**src/rtl/flex_down_counter.sv**
```systemverilog
// Reloading down-counter with a registered terminal-count flag (high while count == 1).
// Optional one-shot mode (no reload at terminal) is enabled by defining FLEX_DCNT_ONESHOT_EN.
module flex_down_counter #(
    parameter int NUM_CNT_BITS = 4
) (
    input  logic                    clk,
    input  logic                    n_rst,
    input  logic                    clear,
    input  logic                    load,
    input  logic                    count_enable,
    input  logic [NUM_CNT_BITS-1:0] reload_val,
`ifdef FLEX_DCNT_ONESHOT_EN
    input  logic                    oneshot,
`endif
    output logic [NUM_CNT_BITS-1:0] count_out,
    output logic                    terminal_flag
);

    localparam logic [NUM_CNT_BITS-1:0] CNT_ONE = NUM_CNT_BITS'(1);
    localparam logic [NUM_CNT_BITS-1:0] CNT_TWO = NUM_CNT_BITS'(2);

    logic [NUM_CNT_BITS-1:0] count_q, count_d;
    logic                    flag_q, flag_d;
    logic                    oneshot_act;

`ifdef FLEX_DCNT_ONESHOT_EN
    assign oneshot_act = oneshot;
`else
    assign oneshot_act = 1'b0;
`endif

    always_comb begin
        count_d = count_q;
        flag_d  = flag_q;
        if (clear) begin
            count_d = '0;
            flag_d  = 1'b0;
        end else if (load) begin
            count_d = reload_val;
            flag_d  = (reload_val == CNT_ONE);
        end else if (count_enable) begin
            if (count_q > CNT_ONE) begin
                count_d = count_q - CNT_ONE;
                flag_d  = (count_q == CNT_TWO);
            end else if (oneshot_act) begin
                // Terminal or idle in one-shot mode: park at idle, no restart.
                count_d = '0;
                flag_d  = 1'b0;
            end else begin
                // Start from idle or reload at terminal; reload_val of 0 keeps it idle.
                count_d = reload_val;
                flag_d  = (reload_val == CNT_ONE);
            end
        end
    end

    always_ff @(posedge clk or negedge n_rst) begin
        if (!n_rst) begin
            count_q <= '0;
            flag_q  <= 1'b0;
        end else begin
            count_q <= count_d;
            flag_q  <= flag_d;
        end
    end

    assign count_out     = count_q;
    assign terminal_flag = flag_q;

endmodule

```
**config.mk**
```make
export PLATFORM = sky130hd
export DESIGN_NAME = flex_down_counter
export DESIGN_NICKNAME = d
export VERILOG_FILES = /design/src/rtl/flex_down_counter.sv
export SDC_FILE = /design/constraint.sdc
export NUM_CORES = 1
export LEC_CHECK = 0
export ABC_CLOCK_PERIOD_IN_PS = 1600
export BUFFER_PORTS_ARGS = -buffer_cell sky130_fd_sc_hd__buf_2
export CAP_MARGIN = 20
export CORE_AREA = 4 4 41 43
export CTS_BUF_LIST = sky130_fd_sc_hd__clkbuf_4 sky130_fd_sc_hd__clkbuf_8
export DETAILED_ROUTE_END_ITERATION = 7
export DIE_AREA = 0 0 45 47
export GPL_TIMING_DRIVEN = 0
export SLEW_MARGIN = 5
export SYNTH_ARGS = -nofsm -noshare
export SYNTH_HDL_FRONTEND = slang
export SYNTH_SLANG_ARGS = --single-unit
```
**constraint.sdc**
```tcl
create_clock -name clk -period 1.6 [get_ports clk]
set_input_delay 0.24 -clock clk [delete_from_list [all_inputs] [get_ports clk]]
set_output_delay 0.24 -clock clk [all_outputs]
set_load 0.005 [all_outputs]
```
# --- Yosys cells after proc, flatten, opt, wreduce, memory -nomap -nowiden ---
# Index checks and enable logic that the tools add are counted.
totals:
  wordCells: 15
  latch_bits: 0
  output_inout_bits: 5
  ram_bits: 0
  reg_bits: 5
  rom_bits: 0
  inputBits: 9
  memories: 0
op_classes:
  shift: 0
  order_cmp: 1
  n_bitwise: 0
  add_sub_neg: 1
  n_mux: 8
  mul: 0
  n_div: 0
  eq_ne: 2
  n_reduce_logical: 1
ops:
  columns: ["operator", "n"]
  rows:
  - ["$mux W4", 4]
  - ["$eq A4 B1 Y1 const B", 1]
  - ["$eq A4 B2 Y1 const B", 1]
  - ["$gt A4 B1 Y1 const B", 1]
  - ["$mux W1", 4]
  - ["$sub A4 B1 Y4 const B", 1]
  - ["$reduce_bool A3 Y1", 1]

# --- Longest topological paths before layout ---
# Gate-level depths: netlist of the first run.
depth:
  ltp_word: 5
  ltp_mapped: 7
  depth_no_buf: 6

# --- Worst setup path before layout of the first run ---
# No wires, ideal clock.
synth_path:
  path_kind: "register to register"
  start: "reg count_q[0], in the netlist count_out[0]"
  end: "reg count_q[0], in the netlist count_out[0]"
  setup_time_ns: 0.138
  n_path_buf: 1
  arrival_ns: 1.541
  t_required_ns: 1.462
  path_stages_with_launch: 8
  slack_ns: -0.079
  path_cell_list: "dfrtp_1 > inv_1 > ha_1 > or2_0 > buf_6 > a21o_1 > a211oi_2 > a211oi_2"
synth_via:
  elab_chain_len: 5
  word_cells_on_any_way: 6
  cone_classes: "add/sub: 1; order compare: 1; mux: 4"
synth_rtl:
  columns: ["element", "line", "source"]
  rows:
  - ["start, declared", "22", "logic [NUM_CNT_BITS-1:0] count_q, count_d;"]
  - ["start signal, assigned", "62", "count_q <= count_d;"]
  - ["$sub A4 B1 Y4 / $gt A4 B1 Y1 (equally long branches)", "43, 42", null]
  - ["$mux W4 *", "42", "if (count_q > CNT_ONE) begin"]
  - ["$mux W4 *", "41", "end else if (count_enable) begin"]
  - ["$mux W4 *", "38", "end else if (load) begin"]
  - ["$mux W4 *", "35", "if (clear) begin"]
# Every way passes the cells marked *; elsewhere a longest branch is shown, timed or not. The select of a mux whose other input is x is not followed.
# A chain may end at the register's enable or synchronous reset.

# --- Final worst setup path of the first run ---
# Same ends and word-level chain as after synthesis.

==> results of run 1 <==
## per-layer routing
metal | track usage | share of wire | vias to the layer above
met2 | 0.2062 | 0.51 | 14
met3 | 0.04981 | 0.055 | 0
met1 | 0.1435 | 0.43 | 210
met5 | 0 | 0 | -
met4 | 0 | 0 | 0
li1 | - | - | 212
## worst min-delay path by stage
stage / start / end / depth (start not counted)
after floorplan: n_rst / count_out[0]$_DFFE_PN0P_ / 0
after global placement: n_rst / terminal_flag$_DFFE_PN0P_ / 1
after detailed placement: n_rst / terminal_flag$_DFFE_PN0P_ / 1
after CTS: clear / count_out[3]$_DFFE_PN0P_ / 2
after global routing: clear / terminal_flag$_DFFE_PN0P_ / 2
final: clear / terminal_flag$_DFFE_PN0P_ / 2
## cell families after synthesis
group                    after synthesis  share of synthesized area
buffers and inverters                  4                    0.05882
AND/OR/NAND/NOR                       18                     0.2663
AO/OA/AOI/OAI                         15                     0.2724
flip-flops                             5                     0.3096
adder cells (fa/ha/maj)                3                    0.09289
## power by group
group          total (mW)  leakage [nW]  internal, mW  switching, mW
combinational       0.189         0.172        0.0931         0.0957
clock               0.159        0.0184         0.111         0.0481
sequential          0.157        0.0644         0.140         0.0170
## sequential cells by signal (all words and copies together) (netlist names)
register / cells
terminal_flag: 1
count_out: 4
## stage by stage
stage          cell area [um^2]  total power [mW]
2_1_floorplan             404.1            0.2557
3_3_place_gp              488.0            0.3077
3_5_place_dp              488.0            0.3060
4_1_cts                   576.8            0.4972
5_1_grt                   586.8            0.5470
6_report                  586.8            0.5049
## synth_stat cells, drive strengths merged
master / number / area (um^2)
a211oi: 5 / 52.55
a21oi: 5 / 25.02
dfrtp: 5 / 125.1
nor2: 4 / 17.52
ha: 3 / 37.54
nand2: 3 / 11.26
nor3: 3 / 15.01
a31oi: 2 / 12.51
buf: 2 / 16.26
inv: 2 / 7.510
nor3b: 2 / 20.02
nor4b: 2 / 17.52
a21o: 1 / 7.510
and3: 1 / 7.510
nand3: 1 / 5.000
nand3b: 1 / 7.510
o21ai: 1 / 5.000
o31ai: 1 / 7.510
or2: 1 / 6.260
## final cells by class
| type | count | area (um^2) |
|---|---|---|
| multi-input cells | 36 | 280.3 |
| repair buffers | 18 | 105.1 |
| flip-flops and latches | 5 | 126.4 |
| well taps | 15 | 18.77 |
| plain buffers | 2 | 16.27 |
| inverters | 2 | 10.01 |
| fillers | 142 | 714.4 |
| clock buffers | 4 | 30.03 |
## repair_timing
item | 4_1_cts | 5_1_grt
hold buffers | 1 | 0
hold endpoints to repair | 5 | 0
setup endpoints to repair | 5 | 4
resized for setup | 6 | 3
pin swaps | 5 | 2
setup buffers | 4 | 0
## critical path, cell delays in order (launching register included)
cell and delay [ns]:
dfrtp_2 0.41, inv_4 0.05, ha_4 0.15, or2_0 0.22
buf_6 0.14, a21o_1 0.20, a211oi_2 0.21, a211oi_2 0.05
==> summary.md, run 1 <==
| Metric | Value |
|---|---|
| Pre-CTS WS | -0.1345 ns |
| Worst-case clock buffer depth | 2 |
| Initial antenna violation count | 0 |
| Die area | 0.002115 mm^2 |
| Via count | 436 |
| Global Route Usage Sum | 0.1176 |
| Critical path endpoint category | flip-flop |
| RSZ-0062 raised after global routing | yes |
| Commonest non-fill, non-tap cell in the layout | buf_2 |
| PD cells | 860.4 mW/mm^2 |
| DR pass1 iterations | 4 |
| CP max FO | 6 |
| Post-layout min period | 1.583 ns |
| Worst-Margin Slew | 0.5040 ns |
| Setup TNS | 0 ns |
| Max Slew Vio Count | 0 |
| Post-synth net total | 57 |
| Drt drc | 0 |
| Status | complete, no violations |
| Initial Util | 0.3106 |
| Ports | 14 |
| DRT iter0 DRCs | 7 |
| Leakage power | approximately 0.25 nW |
| Post-DR wirelength/cell | 13.59 um |
| Row cnt | 13 |
| GR Overflow Total | 0 |
| Worst Path Class, Setup | flip-flop to flip-flop |
| First-pass GRT wire length | 1821 um |
| VDD IR max | around 0.00062 V |
| Post-placement cell count | 73 |
| Clk_lat worst skew | 0.23 ns |
| CTS tree | done |
| Detail Route Antenna Nets | 0 |
| Vias in the first global route | between 400 and 500 |
| CP required | 1.70 ns |
| Reg2reg end | count_out[0]$_DFFE_PN0P_ |
| Commonest non-fill, non-tap cells in the layout | buf_2 (14), a21oi_1 (5), a211oi_2 (5) |
| WL final | around 1100 um |
| Layout area overhead | 45.20% |
| CTS root buffer | clkbuf_4 |
| Placeable Area | 0.001301 mm^2 |
| R2R cell count | 7 |
| Worst EP arrival | 1.68 ns |
| Syn_area_per_cell | 8.981 um^2 |
| Layout cells sized above 1 | 0.5373 |
| Largest net degree at the start of global routing | 11 |
| Port Buf Inserts | 13 |
| WHS | roughly 0.26 ns |
| Synthesized cell area | 404.1 um^2 |
| Num CTS Buffers | 3 |
| Maxcap violations | 0 |
| CTS HTree Levels | 1 |
| Final hold violation count | 0 |
| Layout Skew | 0.00007463 ns |
| Critical path startpoint | count_out[0]$_DFFE_PN0P_ |
| Fin util | 0.4510 |
| # diodes | 0 |
| Setup violators final | 0 |
| Avg Vias per Cell | ~5.3 |
| Clk sinks | 5 |
| Worst Setup EP | count_out[0]$_DFFE_PN0P_ |
| FMAX | 0.6317 GHz |
| Die Wd | 45 um |
| Final setup margin | around 0.017 ns |
| Worst hold path type | input port to flip-flop |
| R2R Setup Slk | around 0.017 ns |
| Synth unique cells | 23 |
| Register area share after synthesis | 0.3096 |
| Syn Inst Count | 45 |
| Yosys warns | 0 |
| Startpoint types | flip-flop |
| Max-slew headroom | 0.6628 |
| Reg2reg start | count_out[0]$_DFFE_PN0P_ |
| Fin nets | 80 |
| Clock slew at reported path FFs | 0.04 ns |
| Synthesized flop and latch total | 5 |
| GPL Wtd Cong | 0.7327 |
| Die height | 47 um |
| Post-Layout Cell Count | 82 |
| Final period utilization | 0.9894 |
Power figures use the tool's default switching activity.
==> run 2, diff against run 1 <==
--- a/config.mk
+++ b/config.mk
@@ -5,7 +5,7 @@
 export SDC_FILE = /design/constraint.sdc
 export NUM_CORES = 1
 export LEC_CHECK = 0
-export ABC_CLOCK_PERIOD_IN_PS = 1600
+export ABC_CLOCK_PERIOD_IN_PS = 2040
 export BUFFER_PORTS_ARGS = -buffer_cell sky130_fd_sc_hd__buf_2
 export CAP_MARGIN = 20
 export CORE_AREA = 4 4 41 43
@@ -13,6 +13,8 @@
 export DETAILED_ROUTE_END_ITERATION = 7
 export DIE_AREA = 0 0 45 47
 export GPL_TIMING_DRIVEN = 0
+export RECOVER_POWER = 100
+export SKIP_CTS_REPAIR_TIMING = 1
 export SLEW_MARGIN = 5
 export SYNTH_ARGS = -nofsm -noshare
 export SYNTH_HDL_FRONTEND = slang
==> constraint.sdc (replaced) <==
create_clock -name clk -period 2.04 [get_ports clk]
set_input_delay 0.306 -clock clk [delete_from_list [all_inputs] [get_ports clk]]
set_output_delay 0.306 -clock clk [all_outputs]
set_load 0.005 [all_outputs]
==> run 2 against run 1 <==
First-iteration DRC count fell by 71%. Global-route usage fell by 0.98 points. Total power decreased by 29%. Maximum frequency is 14% lower. Setup slack improved by 0.17 ns. Routed wire length is 14% lower. Critical path type unchanged. Largest power group is now registers. Highest routed layer unchanged. Sequential cell count did not move. Via count shrank 11%. Largest cell class unchanged. Utilization down 5.7 points. Non-clock buffer count down 4. Clock skew increased by 0.0015 ns.
==> summary.md, run 2 (same netlist as run 1, synthesis figures left out) <==
| Metric | Value |
|---|---|
| R2R Setup Slk | 0.19 ns |
| Status | complete, no violations |
| Largest net degree at the start of global routing | 11 |
| Layout Skew | between 0.0015 and 0.002 ns |
| Layout area overhead | 26.93% |
| Initial antenna violation count | 0 |
| Final setup margin | 0.1917 ns |
| Max Slew Vio Count | 0 |
| GPL Wtd Cong | 0.7940 |
| Fin nets | 76 |
| Clock slew at reported path FFs | 0.04 ns |
| Commonest non-fill, non-tap cells in the layout | buf_2 (10), a21oi_1 (5), dfrtp_1 (5) |
| Critical path startpoint | count_out[0]$_DFFE_PN0P_ |
| FMAX | 0.5410 GHz |
| Worst Setup EP | count_out[0]$_DFFE_PN0P_ |
| Layout cells sized above 1 | 0.3016 |
| Reg2reg end | count_out[0]$_DFFE_PN0P_ |
| Hpwl dp | between 800 and 900 um |
| Via count | 389 |
| Commonest non-fill, non-tap cell in the layout | buf_2 |
| Row cnt | 13 |
| Num CTS Buffers | 3 |
| Drt drc | 0 |
| CP required | 2.14 ns |
| CTS HTree Levels | 1 |
| Largest register FFs | 4 |
| Initial Util | 0.3106 |
| CP max FO | 6 |
| Post-Layout Cell Count | 78 |
| Placed cell area | slightly below 500 um^2 |
| Post-layout min period | ~1.8 ns |
| M1 GR Usage | 0.1402 |
| DR pass1 iterations | 2 |
| First-pass GRT wire length | 1600 um |
| Avg Vias per Cell | ~5 |
| Fin util | 0.3942 |
| Clk sinks | 5 |
| Global routing's busiest layer | met2 |
| CTS tree | done |
| VDD IR max | 0.0003516 V |
| Final period utilization | 0.9060 |
| CTS root buffer | clkbuf_4 |
| Maxcap violations | 0 |
| Worst EP arrival | around 2.0 ns |
| Final hold violation count | 0 |
| Number of fill cells in the layout | 151 |
| Placeable Area | 0.001301 mm^2 |
| Critical path endpoint category | flip-flop |
| Die height | 47 um |
| Reg2reg start | count_out[0]$_DFFE_PN0P_ |
| Global Route Usage Sum | 0.1079 |
| Post-placement cell count | 73 |
| Leakage power | 0.2190 nW |
| Ports | 14 |
| Final instance area | 513.0 um^2 |
| Die area | 0.002115 mm^2 |
| Worst-Margin Slew | 0.4470 ns |
| Pre-CTS WS | 0.2328 ns |
| Clk_lat worst skew | 0.24 ns |
| WHS | 0.3096 ns |
| GR Util met3 | 0.01149 |
| Detail Route Antenna Nets | 0 |
| Startpoint types | flip-flop |
| Port Buf Inserts | 13 |
| Worst hold path type | input port to flip-flop |
| Setup TNS | 0 ns |
| Met2 Resource Use GR | 0.1610 |
| PD cells | just under 700 mW/mm^2 |
| GR Overflow Total | 0 |
| WL final | 962 um |
| Post-DR wirelength/cell | 12.33 um |
| Setup violators final | 0 |
| Total power | between 300 and 400 uW |
| DRT iter0 DRCs | 2 |
| Die Wd | approximately 45 um |
| RSZ-0062 raised after global routing | no |
| Worst Path Class, Setup | flip-flop to flip-flop |
| # diodes | 0 |
| Max-slew headroom | 0.7009 |
| Vias in the first global route | 376 |
| R2R cell count | 7 |
| Worst-case clock buffer depth | 2 |
[run 2: how the worst min path moves through the flow]
stage / from / to / slack [ns] / depth (start not counted)
4_1_cts: n_rst / count_out[3]$_DFFE_PN0P_ / -0.13 / 1
3_3_place_gp: n_rst / count_out[2]$_DFFE_PN0P_ / 0.12 / 1
3_5_place_dp: n_rst / count_out[3]$_DFFE_PN0P_ / 0.13 / 1
6_report: clear / count_out[0]$_DFFE_PN0P_ / 0.31 / 2
5_1_grt: clear / count_out[3]$_DFFE_PN0P_ / 0.31 / 2
2_1_floorplan: n_rst / count_out[0]$_DFFE_PN0P_ / 0.01 / 0
[run 2: metal layers]
metal,share of wire,wire length [um]
met3,0.034,33
met1,0.50,480
met5,0,0
met2,0.47,448
met4,0,0
[run 2: report_power, final]
part           switching (mW)  internal (mW)  total [mW]
clock network          0.0360         0.0869       0.123
registers              0.0131          0.110       0.123
logic                  0.0592         0.0515       0.111
total                   0.108          0.248       0.356
[run 2: critical path, cell delays in order, from the launching register on]
cell and delay (ns):
dfrtp_1 0.42, inv_1 0.12, ha_1 0.24, or2_0 0.22
buf_6 0.14, a21o_1 0.21, a211oi_1 0.29, a211oi_2 0.08
[run 2: layout make-up]
type	count	area (um^2)	share of cell area
multi-input cells	36	245.2	0.4780
clock buffers	4	30.03	0.05854
well taps	15	18.77	0.03659
plain buffers	2	16.27	0.03171
repair buffers	14	70.07	0.1366
flip-flops and latches	5	125.1	0.2439
inverters	2	7.507	0.01463
==> run 3, diff against run 2 <==
--- a/config.mk
+++ b/config.mk
@@ -13,7 +13,7 @@
 export DETAILED_ROUTE_END_ITERATION = 7
 export DIE_AREA = 0 0 45 47
 export GPL_TIMING_DRIVEN = 0
-export RECOVER_POWER = 100
+export RECOVER_POWER = 25
 export SKIP_CTS_REPAIR_TIMING = 1
 export SLEW_MARGIN = 5
 export SYNTH_ARGS = -nofsm -noshare
==> run 3 against run 2 <==
Register-to-register slack improved by 0.06 ns. Clock skew unchanged. Total power increased by 1.4%. Global-route usage unchanged. Critical path type unchanged. Critical endpoint unchanged.
==> summary.md, run 3 (same netlist as run 1, synthesis figures left out) <==
| Metric | Value |
|---|---|
| Reg2reg start | count_out[0]$_DFFE_PN0P_ |
| Setup violators final | 0 |
| CP required | 2.14 ns |
| Die height | approximately 47 um |
| # diodes | 0 |
| Final hold violation count | 0 |
| First-pass GRT wire length | 1600 um |
| DR pass1 iterations | 2 |
| CTS tree | done |
| Global Route Usage Sum | 0.1079 |
| Commonest non-fill, non-tap cells in the layout | buf_2 (13), a21oi_1 (5), dfrtp_1 (5) |
| Num CTS Buffers | 3 |
| Final instance area | 526.8 um^2 |
| Detail Route Antenna Nets | 0 |
| Avg Vias per Cell | roughly 5.0 |
| Worst Hold Path EP | count_out[0]$_DFFE_PN0P_ |
| Post-layout min period | 1.789 ns |
| Via count | 389 |
| Clock slew at reported path FFs | 0.04 ns |
| Ports | 14 |
| Worst EP arrival | ~1.9 ns |
| CP max FO | 6 |
| Layout cells sized above 1 | 0.3810 |
| R2R cell count | 7 |
| Initial antenna violation count | 0 |
| Max Slew Vio Count | 0 |
| Post-DR wirelength/cell | 12.33 um |
| Startpoint types | flip-flop |
| Hold Path Cell Cnt | 2 |
| Drt drc | 0 |
| Commonest non-fill, non-tap cell in the layout | buf_2 |
| Worst-Margin Slew | 0.4912 ns |
| VDD IR max | 0.0003536 V |
| Final period utilization | 0.8770 |
| RSZ-0062 raised after global routing | no |
| Row cnt | 13 |
| Hold Startpoint | clear |
| Setup TNS | 0 ns |
| Fin nets | 76 |
| Placed cell area | about 500 um^2 |
| Largest register FFs | 4 |
| FMAX | 0.5589 GHz |
| Status | complete, no violations |
| WL final | roughly 960 um |
| Vias in the first global route | 376 |
| Placeable Area | 0.001301 mm^2 |
| Reg2reg end | count_out[0]$_DFFE_PN0P_ |
| Die area | around 0.0021 mm^2 |
| Maxcap violations | 0 |
| Worst-case clock buffer depth | 2 |
| Hpwl dp | 818 um |
| R2R Setup Slk | 0.25 ns |
| Critical path endpoint category | flip-flop |
| Clk sinks | 5 |
| GPL Wtd Cong | 0.7940 |
| PD cells | a little under 700 mW/mm^2 |
| WHS | 0.3104 ns |
| Initial Util | 0.3106 |
| Port Buf Inserts | 13 |
| GR Overflow Total | 0 |
| CTS root buffer | clkbuf_4 |
| Layout Skew | 0.001540 ns |
| Worst hold path type | input port to flip-flop |
| Die Wd | ~45 um |
| Clk_lat worst skew | 0.24 ns |
| Worst Path Class, Setup | flip-flop to flip-flop |
| Leakage power | 0.2324 nW |
| Largest net degree at the start of global routing | 11 |
| Max-slew headroom | 0.6714 |
| CTS HTree Levels | 1 |
| Layout area overhead | 30.34% |
| DRT iter0 DRCs | 2 |
[run 3: cell types whose count changed in the layout (fill, tap and decap cells not counted)]
cell,before,now
buf_2,10,13
clkbuf_1,4,1
a211oi_1,3,2
a211oi_2,2,3
nor3b_1,2,1
nor3b_2,0,1
[run 3: how the worst max path moves through the flow]
| stage | startpoint | end | slack [ns] | cells after the start |
|---|---|---|---|---|
| finish | count_out[0]$_DFFE_PN0P_ | count_out[0]$_DFFE_PN0P_ | 0.25 | 7 |
| global placement | count_out[0]$_DFFE_PN0P_ | count_out[0]$_DFFE_PN0P_ | 0.24 | 7 |
| detailed placement | count_out[0]$_DFFE_PN0P_ | count_out[0]$_DFFE_PN0P_ | 0.23 | 7 |
| floorplan | count_out[0]$_DFFE_PN0P_ | count_out[0]$_DFFE_PN0P_ | 0.36 | 7 |
| global route | count_out[0]$_DFFE_PN0P_ | terminal_flag$_DFFE_PN0P_ | 0.12 | 7 |
| CTS | count_out[0]$_DFFE_PN0P_ | count_out[0]$_DFFE_PN0P_ | 0.23 | 7 |
[run 3: stage by stage]
stage	utilization	power [mW]	worst slack, ns	std cells
global route	0.4048	0.3941	0.1200	78
floorplan	-	0.2000	0.3610	45
global placement	0.3750	0.2386	0.2394	73
finish	0.4048	0.3611	0.2508	78
CTS	0.3981	0.3689	0.2285	77
detailed placement	0.3750	0.2397	0.2328	73
[run 3: critical path, cell delays in order, from the launching register on]
cell      delay, ns
dfrtp_1        0.41
inv_1          0.12
ha_1           0.24
or2_0          0.22
buf_6          0.14
a21o_1         0.22
a211oi_2       0.24
a211oi_2       0.07
[run 3: routing by layer]
metal | GRT usage | wire length (um) | vias to the layer above
met5 | 0 | 0 | -
li1 | - | - | 205
met1 | 0.1402 | 477 | 175
met2 | 0.1610 | 451 | 9
met3 | 0.01149 | 33 | 0
met4 | 0.08772 | 0 | 0
[run 3: area by class of cell]
| type | instances | area (um^2) |
|---|---|---|
| clock buffer | 4 | 30.03 |
| tap | 15 | 18.77 |
| timing repair buffer | 14 | 73.82 |
| fill | 147 | 774.5 |
| sequential | 5 | 125.1 |
| multi-input combinational | 36 | 255.2 |
| inverter | 2 | 7.507 |
| buffer | 2 | 16.27 |
[run 3: power by group]
group / internal [mW] / switching (mW) / leakage [nW] / total (mW)
combinational: 0.0546 / 0.0614 / 0.148 / 0.116
sequential: 0.110 / 0.0126 / 0.0658 / 0.122
clock: 0.0869 / 0.0360 / 0.0184 / 0.123
total: 0.251 / 0.110 / 0.232 / 0.361
